## config.mk

```make
export PLATFORM = sky130hd
export DESIGN_NAME = wgt_stream_loader_flat
export DESIGN_NICKNAME = d
export VERILOG_FILES = /design/src/rtl/wgt_stream_loader_if.sv /design/src/rtl/wgt_stream_loader.sv /design/src/flat_wrapper.sv
export SDC_FILE = /design/constraint.sdc
export NUM_CORES = 1
export LEC_CHECK = 0
export ABC_CLOCK_PERIOD_IN_PS = 4000
export BUFFER_PORTS_ARGS = -buffer_cell sky130_fd_sc_hd__buf_4
export CAP_MARGIN = 25
export CORE_MARGIN = 1
export CORE_UTILIZATION = 35
export CTS_CLUSTER_DIAMETER = 150
export CTS_CLUSTER_SIZE = 16
export DETAILED_ROUTE_END_ITERATION = 8
export GPL_TIMING_DRIVEN = 0
export PLACE_DENSITY = 0.65
export RECOVER_POWER = 50
export SYNTH_ARGS = -nofsm -noshare
export SYNTH_HDL_FRONTEND = slang
export SYNTH_SLANG_ARGS = --single-unit
```

## constraint.sdc

```tcl
create_clock -name clk -period 4 [get_ports clk]
set_clock_uncertainty 0.1 [all_clocks]
set_input_delay 0.2 -clock clk [delete_from_list [all_inputs] [get_ports clk]]
set_output_delay 0.2 -clock clk [all_outputs]
set_load 0.01 [all_outputs]
```

## src/rtl/wgt_stream_loader_if.sv

```systemverilog
// Signal bundle between the weight-stream loader, the layer controller, the weight SRAM
// and the PE-row shift buffers. WGT_LOADER_CHKSUM_EN adds the chksum output.
interface wgt_stream_loader_if #(
    parameter int DW  = 8,
    parameter int AW  = 10,
    parameter int NKW = 8
);
    logic           start;
    logic [AW-1:0]  base_addr;
    logic [NKW-1:0] num_kern;
    logic           hold;
    logic           mem_rd_en;
    logic [AW-1:0]  mem_addr;
    logic [DW-1:0]  mem_rdata;
    logic [DW-1:0]  wgt_data;
    logic           wgt_read;
    logic           busy;
    logic           done;
`ifdef WGT_LOADER_CHKSUM_EN
    logic [15:0]    chksum;

    modport master (
        input  start, base_addr, num_kern, hold, mem_rdata,
        output mem_rd_en, mem_addr, wgt_data, wgt_read, busy, done, chksum
    );

    modport slave (
        output start, base_addr, num_kern, hold, mem_rdata,
        input  mem_rd_en, mem_addr, wgt_data, wgt_read, busy, done, chksum
    );
`else
    modport master (
        input  start, base_addr, num_kern, hold, mem_rdata,
        output mem_rd_en, mem_addr, wgt_data, wgt_read, busy, done
    );

    modport slave (
        output start, base_addr, num_kern, hold, mem_rdata,
        input  mem_rd_en, mem_addr, wgt_data, wgt_read, busy, done
    );
`endif
endinterface

```

## src/rtl/wgt_stream_loader.sv

```systemverilog
// Streams num_kern kernels of KSIZE weights from the weight SRAM into the PE-row shift
// buffers, one word per cycle. WGT_LOADER_CHKSUM_EN adds a running 16-bit weight checksum.
//
//   state   | meaning
//   S_IDLE  | waiting for start; parameters latched on start
//   S_RUN   | issuing KSIZE consecutive SRAM reads for one kernel
//   S_DRAIN | 2 read-free cycles while the kernel's last words are delivered
//   S_PAUSE | consumer requested hold at a kernel boundary; no strobes
//   S_DONE  | one-cycle done pulse, then back to idle
module wgt_stream_loader #(
    parameter int DW    = 8,
    parameter int AW    = 10,
    parameter int KSIZE = 9,
    parameter int NKW   = 8
) (
    input  logic                clk,
    input  logic                rst_n,
    wgt_stream_loader_if.master bus
);
    localparam int WCW = (KSIZE > 1) ? $clog2(KSIZE) : 1;
    localparam logic [WCW-1:0] WCNT_LAST = WCW'(KSIZE - 1);

    typedef enum logic [2:0] {
        S_IDLE  = 3'd0,
        S_RUN   = 3'd1,
        S_DRAIN = 3'd2,
        S_PAUSE = 3'd3,
        S_DONE  = 3'd4
    } state_t;

    state_t         state_q, state_d;
    logic [AW-1:0]  addr_q, addr_d;
    logic [NKW-1:0] nk_q, nk_d;
    logic [NKW-1:0] kcnt_q, kcnt_d;
    logic [NKW-1:0] kcnt_inc;
    logic [WCW-1:0] wcnt_q, wcnt_d;
    logic           dcnt_q, dcnt_d;
    logic           rd_en;

    logic           rd_pend_q;
    logic           wgt_read_q;
    logic [DW-1:0]  wgt_data_q;

    assign kcnt_inc = kcnt_q + NKW'(1);

    always_ff @(posedge clk or negedge rst_n) begin
        if (!rst_n) begin
            state_q <= S_IDLE;
            addr_q  <= '0;
            nk_q    <= '0;
            kcnt_q  <= '0;
            wcnt_q  <= '0;
            dcnt_q  <= 1'b0;
        end else begin
            state_q <= state_d;
            addr_q  <= addr_d;
            nk_q    <= nk_d;
            kcnt_q  <= kcnt_d;
            wcnt_q  <= wcnt_d;
            dcnt_q  <= dcnt_d;
        end
    end

    always_comb begin
        state_d = state_q;
        addr_d  = addr_q;
        nk_d    = nk_q;
        kcnt_d  = kcnt_q;
        wcnt_d  = wcnt_q;
        dcnt_d  = dcnt_q;
        rd_en   = 1'b0;

        case (state_q)
            S_IDLE: begin
                if (bus.start) begin
                    addr_d  = bus.base_addr;
                    nk_d    = bus.num_kern;
                    kcnt_d  = '0;
                    wcnt_d  = '0;
                    dcnt_d  = 1'b0;
                    state_d = (bus.num_kern == '0) ? S_DONE : S_RUN;
                end
            end
            S_RUN: begin
                // Address runs straight through all kernels; wraps modulo 2^AW.
                rd_en  = 1'b1;
                addr_d = addr_q + AW'(1);
                if (wcnt_q == WCNT_LAST) begin
                    wcnt_d  = '0;
                    dcnt_d  = 1'b0;
                    state_d = S_DRAIN;
                end else begin
                    wcnt_d = wcnt_q + WCW'(1);
                end
            end
            S_DRAIN: begin
                if (!dcnt_q) begin
                    dcnt_d = 1'b1;
                end else begin
                    dcnt_d = 1'b0;
                    kcnt_d = kcnt_inc;
                    if (kcnt_inc == nk_q) begin
                        state_d = S_DONE;
                    end else if (bus.hold) begin
                        state_d = S_PAUSE;
                    end else begin
                        state_d = S_RUN;
                    end
                end
            end
            S_PAUSE: begin
                if (!bus.hold) begin
                    state_d = S_RUN;
                end
            end
            S_DONE: begin
                state_d = S_IDLE;
            end
            default: begin
                state_d = S_IDLE;
            end
        endcase
    end

    // Two-stage delivery: SRAM returns data one cycle after the strobe, then it is registered.
    always_ff @(posedge clk or negedge rst_n) begin
        if (!rst_n) begin
            rd_pend_q  <= 1'b0;
            wgt_read_q <= 1'b0;
            wgt_data_q <= '0;
        end else begin
            rd_pend_q  <= rd_en;
            wgt_read_q <= rd_pend_q;
            if (rd_pend_q) begin
                wgt_data_q <= bus.mem_rdata;
            end
        end
    end

    assign bus.mem_rd_en = rd_en;
    assign bus.mem_addr  = addr_q;
    assign bus.wgt_data  = wgt_data_q;
    assign bus.wgt_read  = wgt_read_q;
    assign bus.busy      = (state_q != S_IDLE) && (state_q != S_DONE);
    assign bus.done      = (state_q == S_DONE);

`ifdef WGT_LOADER_CHKSUM_EN
    logic        start_acc;
    logic [15:0] chksum_q;

    assign start_acc = (state_q == S_IDLE) && bus.start;

    always_ff @(posedge clk or negedge rst_n) begin
        if (!rst_n) begin
            chksum_q <= '0;
        end else if (start_acc) begin
            chksum_q <= '0;
        end else if (wgt_read_q) begin
            chksum_q <= chksum_q + 16'($signed(wgt_data_q));
        end
    end

    assign bus.chksum = chksum_q;
`endif

endmodule

```

## src/flat_wrapper.sv

```systemverilog
// flat-port wrapper written by rule: the top's interface ports become plain ports
module wgt_stream_loader_flat 
#(
    parameter int DW    = 8,
    parameter int AW    = 10,
    parameter int KSIZE = 9,
    parameter int NKW   = 8
)
  (clk, rst_n, bus_start, bus_base_addr, bus_num_kern, bus_hold, bus_mem_rdata, bus_mem_rd_en, bus_mem_addr, bus_wgt_data, bus_wgt_read, bus_busy, bus_done);
  wgt_stream_loader_if #(.DW(DW), .AW(AW), .NKW(NKW)) bus_i ();
  input  logic clk;
  input  logic rst_n;
  input wire logic [$bits(bus_i.start)-1:0] bus_start;
  input wire logic [$bits(bus_i.base_addr)-1:0] bus_base_addr;
  input wire logic [$bits(bus_i.num_kern)-1:0] bus_num_kern;
  input wire logic [$bits(bus_i.hold)-1:0] bus_hold;
  input wire logic [$bits(bus_i.mem_rdata)-1:0] bus_mem_rdata;
  output wire logic [$bits(bus_i.mem_rd_en)-1:0] bus_mem_rd_en;
  output wire logic [$bits(bus_i.mem_addr)-1:0] bus_mem_addr;
  output wire logic [$bits(bus_i.wgt_data)-1:0] bus_wgt_data;
  output wire logic [$bits(bus_i.wgt_read)-1:0] bus_wgt_read;
  output wire logic [$bits(bus_i.busy)-1:0] bus_busy;
  output wire logic [$bits(bus_i.done)-1:0] bus_done;
  assign bus_i.start = bus_start;
  assign bus_i.base_addr = bus_base_addr;
  assign bus_i.num_kern = bus_num_kern;
  assign bus_i.hold = bus_hold;
  assign bus_i.mem_rdata = bus_mem_rdata;
  assign bus_mem_rd_en = bus_i.mem_rd_en;
  assign bus_mem_addr = bus_i.mem_addr;
  assign bus_wgt_data = bus_i.wgt_data;
  assign bus_wgt_read = bus_i.wgt_read;
  assign bus_busy = bus_i.busy;
  assign bus_done = bus_i.done;
  wgt_stream_loader #(.DW(DW), .AW(AW), .KSIZE(KSIZE), .NKW(NKW)) u_core (.clk(clk), .rst_n(rst_n), .bus(bus_i));
endmodule
```

After elaboration in Yosys (flattened, before gate mapping)
Cells that the tools add are included.
- register bits after elaboration: 44
- input port bits: 30
- output and inout port bits: 22
- $add $sub $neg: 3
- equal/unequal tests: 11
- muxes and demuxes: 21
- reductions and logical operators: 12
- operators with widths (operator ; number):
    $pmux W10 S2 ; 1
    $mux W3 ; 6
    $mux W8 ; 2
    $pmux W8 S2 ; 1
    $pmux W3 S4 ; 1
    $add A10 B1 Y10 const B ; 1
    $mux W10 ; 1
    $add A8 B1 Y8 const B ; 1
    $eq A8 B8 Y1 ; 1
    $logic_not A8 Y1 ; 1
    $mux W4 ; 2
    $pmux W4 S2 ; 1
    $eq A3 B2 Y1 const B ; 2
    $reduce_and A3 Y1 ; 2
    $reduce_bool A3 Y1 ; 2
    $add A4 B1 Y4 const B ; 1
    $eq A4 B4 Y1 const B ; 1
    $mux W1 ; 4
    $ne A2 B1 Y1 const B ; 2
    $ne A2 B2 Y1 const B ; 2
    $reduce_and A2 Y1 ; 2
    $reduce_and A4 Y1 ; 1
    $reduce_bool A2 Y1 ; 2
    $eq A3 B1 Y1 const B ; 1
    other kinds (6) ; 6

Logic depth before layout (Yosys ltp)
- depth in word-level cells: 5
- mapped depth: 8
- depth with buffers taken out: 7

Worst setup path after synthesis
OpenSTA, ideal clock, no wires.
- kind: reg2reg
- from: reg u_core.kcnt_q[0]
- to: reg u_core.state_q[1]
- setup time: 0.151 ns
- arrival: 1.794 ns
- required time: 3.749 ns
- path slack: 1.956 ns
- stages on the path, launching flop included: 8
- period minus slack after synthesis: 2.044 ns
- path through: dfrtp_1 -> ha_1 -> nand3_2 -> a41o_1 -> o21ai_2 -> a31oi_1 -> a2111oi_2 -> a221oi_1
- word-level cells in the longest chain between the ends: 5
- ends and longest elaborated chain (what ; RTL line ; RTL):
    start, declared ; wgt_stream_loader.sv:34 ; logic [NKW-1:0] kcnt_q, kcnt_d;
    start signal, assigned ; wgt_stream_loader.sv:58 ; kcnt_q <= kcnt_d;
    $add A8 B1 Y8 ; wgt_stream_loader.sv:44 ; assign kcnt_inc = kcnt_q + NKW'(1);
    $eq A8 B8 Y1 ; wgt_stream_loader.sv:102 ; if (kcnt_inc == nk_q) begin
    $mux W3 ; wgt_stream_loader.sv:102 ;
    $mux W3 ; wgt_stream_loader.sv:97 ; if (!dcnt_q) begin
    $pmux W3 S4 ; wgt_stream_loader.sv:73 ; case (state_q)
    end signal, assigned ; wgt_stream_loader.sv:55 ; state_q <= state_d;
    end, declared ; wgt_stream_loader.sv:31 ; state_t state_q, state_d;
Every way passes these cells. The select of a mux whose other input is x is not followed.
A chain may end at the register's enable or synchronous reset.

==> flow_summary.toml <==
[run_status]
status = "finished, violations left"
violations = "max-capacitance violations, max-slew violations"

[finish]
area_delta_synth_final_pct = 28.0
fill_cells = 580
seqCellArea_sq_um = 1100
nets = 340
drive_gt1_frac = 0.235
diodes = 0
multiInputGateArea_sq_um = 1090

[routing]
vias = 1976
ant_nets = 0
first_iter_violations = 82
wl_microns = 4890
drt_pass1_iterations = 4
viasPerCell = 5.17
drc = 0
wl_per_cell_microns = 12.8

[power]
power_density_nw_per_um2 = 704
peakVddDrop_mv = 0.286
leakage_nw = 1.29

[worst_setup_path]
worstPathArrival_ps = 2390
path_class = "in -> async"
rrSetupSlack_ps = 1620
cp_top_family = "buffers and inverters"
slowest_delay_ps = 1640
crit_fanout = 44
worstPathRequired_ps = 3830
start_kind = "primary input"
end_kind = "async pin"
worstPathBufferInverterCount = 2
crit_chain = "dlygate4sd3_1 > clkbuf_1"
critical-path-slowest-cell = "clkbuf_1"

[floorplan]
die_area_sq_um = 6770
die_y_microns = 82.3
die_w_microns = 82.3
core_sq_um = 6060
rows = 28
io_pins = 52
start_util = 0.372

[timing]
fmax_mhz = 390
drv_slew = 45
final.period_utilization = 0.640
fin_tns_setup_ps = 0
finalHoldViolCount = 0
setup_viol_count_final = 0
setup_slack_ps = 1440
rsz0062_at_grt = "no"
fin_crit_ps = 2560
max-slew-margin-rel = -0.543
tightestPinTransition_ps = 2310

[job]
maxCapViolations = 1

[worst_hold_path]
hold_class = "in -> reg"

[grt]
grt_pass1_vias = 1733
grt_max_degree = 45
grt_overflow = 0
groute.usage.overall = 0.154
grt_pass1_wl_microns = 7940
grtUsageMet1 = 0.204
global_route.usage.met3 = 0.0341
grt_antenna_before_repair = 0
grtUsageMet2 = 0.250
grt_most_used_layer = "met2"

[clock_network]
cts_resized = 0
cts.clk_slew.worst_paths_ps = 80
cts_setup_buffers = 0
clock_sinks = 44
cts_tree = "yes"
numCtsBuffers = 5
clock-root-buffer = "clkbuf_8"
cts_max_level = 2
clock_path_buffers = 2
clkLatencyLatePin_ps = 300

[synthesis]
async_flop_share = 1.00
synth_flop_cell = "dfrtp_1"
yosysWarnings = 0
yosysSeqAreaShare = 0.488
avgSynthCellArea_sq_um = 9.44
ys_seq_elements = 44
synth_edf_count = 0
syn_nets = 273
synthCells = 239
synthDistinctLibCells = 42
synth.cell_area_sq_um = 2260

[placement]
io_buffers = 51
dpl.hpwl_microns = 3440
dp_slack_ps = 1680
gp_congestion = 0.832
[final timing paths]
kind,from,endpoint,depth (start not counted)
min in group asynchronous,rst_n,u_core.bus.wgt_data[6],2
max,rst_n,u_core.bus.mem_addr[1],2
min reg2reg,u_core.rd_pend_q,u_core.bus.wgt_read,0
min,bus_mem_rdata[3],u_core.bus.wgt_data[3],2
max in group clk,u_core.kcnt_q[0],u_core.state_q[1],7
max reg2reg,u_core.kcnt_q[0],u_core.state_q[1],7
[cell type report]
cell class | instances | area share
clock inverter | 2 | 0.0121
clock buffer | 6 | 0.0251
sequential | 44 | 0.381
tap | 75 | 0.0325
buffer | 10 | 0.0156
inverter | 6 | 0.00779
multi-input combinational | 179 | 0.377
timing repair buffer | 60 | 0.149
[report_power, final]
group / internal [mW] / switching, mW
sequential: 0.627 / 0.158
clock: 0.185 / 0.149
combinational: 0.420 / 0.495
[Yosys cell counts (2+ instances only)]
library cell / instances / area (sq um)
nand2b_1: 2 / 12.5
nor2_1: 23 / 86.3
a311oi_1: 4 / 35.0
a31oi_1: 3 / 18.8
xnor2_1: 7 / 61.3
a211oi_1: 2 / 15.0
dfrtp_1: 44 / 1100
a21oi_1: 7 / 35.0
xor2_1: 4 / 35.0
a221oi_1: 2 / 17.5
clkbuf_1: 4 / 15.0
nor3_1: 4 / 20.0
inv_1: 5 / 18.8
buf_2: 6 / 30.0
o21ai_0: 17 / 85.1
nor4_1: 2 / 12.5
nand4_1: 3 / 18.8
nand2_1: 44 / 165
and3_1: 4 / 25.0
mux2_2: 8 / 90.1
nand3_1: 13 / 65.1
o31ai_1: 4 / 30.0
ha_1: 4 / 50.1
a21o_1: 2 / 15.0
nand3_2: 2 / 20.0
o221a_2: 3 / 33.8
[cells in the final DEF, fill, tap and decap left out, drive strengths merged, types with 2 or more instances in the layout]
master       Yosys  layout
a31oi            3       3
dfrtp           44      44
buf              6      46
o221a            3       3
and3             4       4
a21oi            7       7
xnor2            7       7
o21ai           19      19
a311oi           4       4
o31ai            4       4
ha               4       4
nand2           44      44
a21o             2       2
mux2             8       8
xor2             4       4
clkbuf           4      21
nor3b            2       2
nor4             3       3
a221oi           2       2
nor2            24      24
nand4            3       3
a211oi           2       2
nand2b           2       2
inv              6       6
nand3           15      15
dlygate4sd3      0       9
nor3             4       4
[repair_timing]
action,CTS,global route
setup endpoints to repair,0,0
endpoints found under the hold margin,52,0
hold buffers,9,0
[kinds of logic (layout without fill, tap and decap cells)]
logic type,count (synthesis),after routing,synth area share
muxes,9,9,0.0443
xor gates and xnor gates,11,11,0.0427
buffers and inverters,16,84,0.0299
DFF,44,44,0.488
and+or+nand+nor,103,103,0.215
AOI/OAI and AO/OA,52,52,0.159
adders and majority gates,4,4,0.0222
[flip-flops by register name, summed over array words and instances, names as in the netlist]
signal               cells
u_core.nk_q              8
u_core.dcnt_q            1
u_core.bus.wgt_read      1
u_core.bus.wgt_data      8
u_core.rd_pend_q         1
u_core.bus.mem_addr     10
u_core.state_q           3
u_core.wcnt_q            4
u_core.kcnt_q            8
[per-stage QoR]
stage	hold slack (ps)	cell area, sq um	total power, mW	instances	utilization
floorplan	-196	2260	1.41	239	-
global placement	141	2730	1.72	365	0.451
detailed placement	137	2730	1.75	365	0.451
CTS	27.5	2930	2.10	382	0.484
global route	32.4	2890	2.20	382	0.477
finish	35.6	2890	2.03	382	0.477
[metal layers]
layer / wire length (microns) / part of all wire / vias to the layer above
met4: 64 / 0.013 / 0
met1: 2320 / 0.47 / 933
met3: 255 / 0.052 / 6
li1: - / - / 983
met5: 0 / 0 / -
met2: 2250 / 0.46 / 54
(Power assumes the default switching activity.)
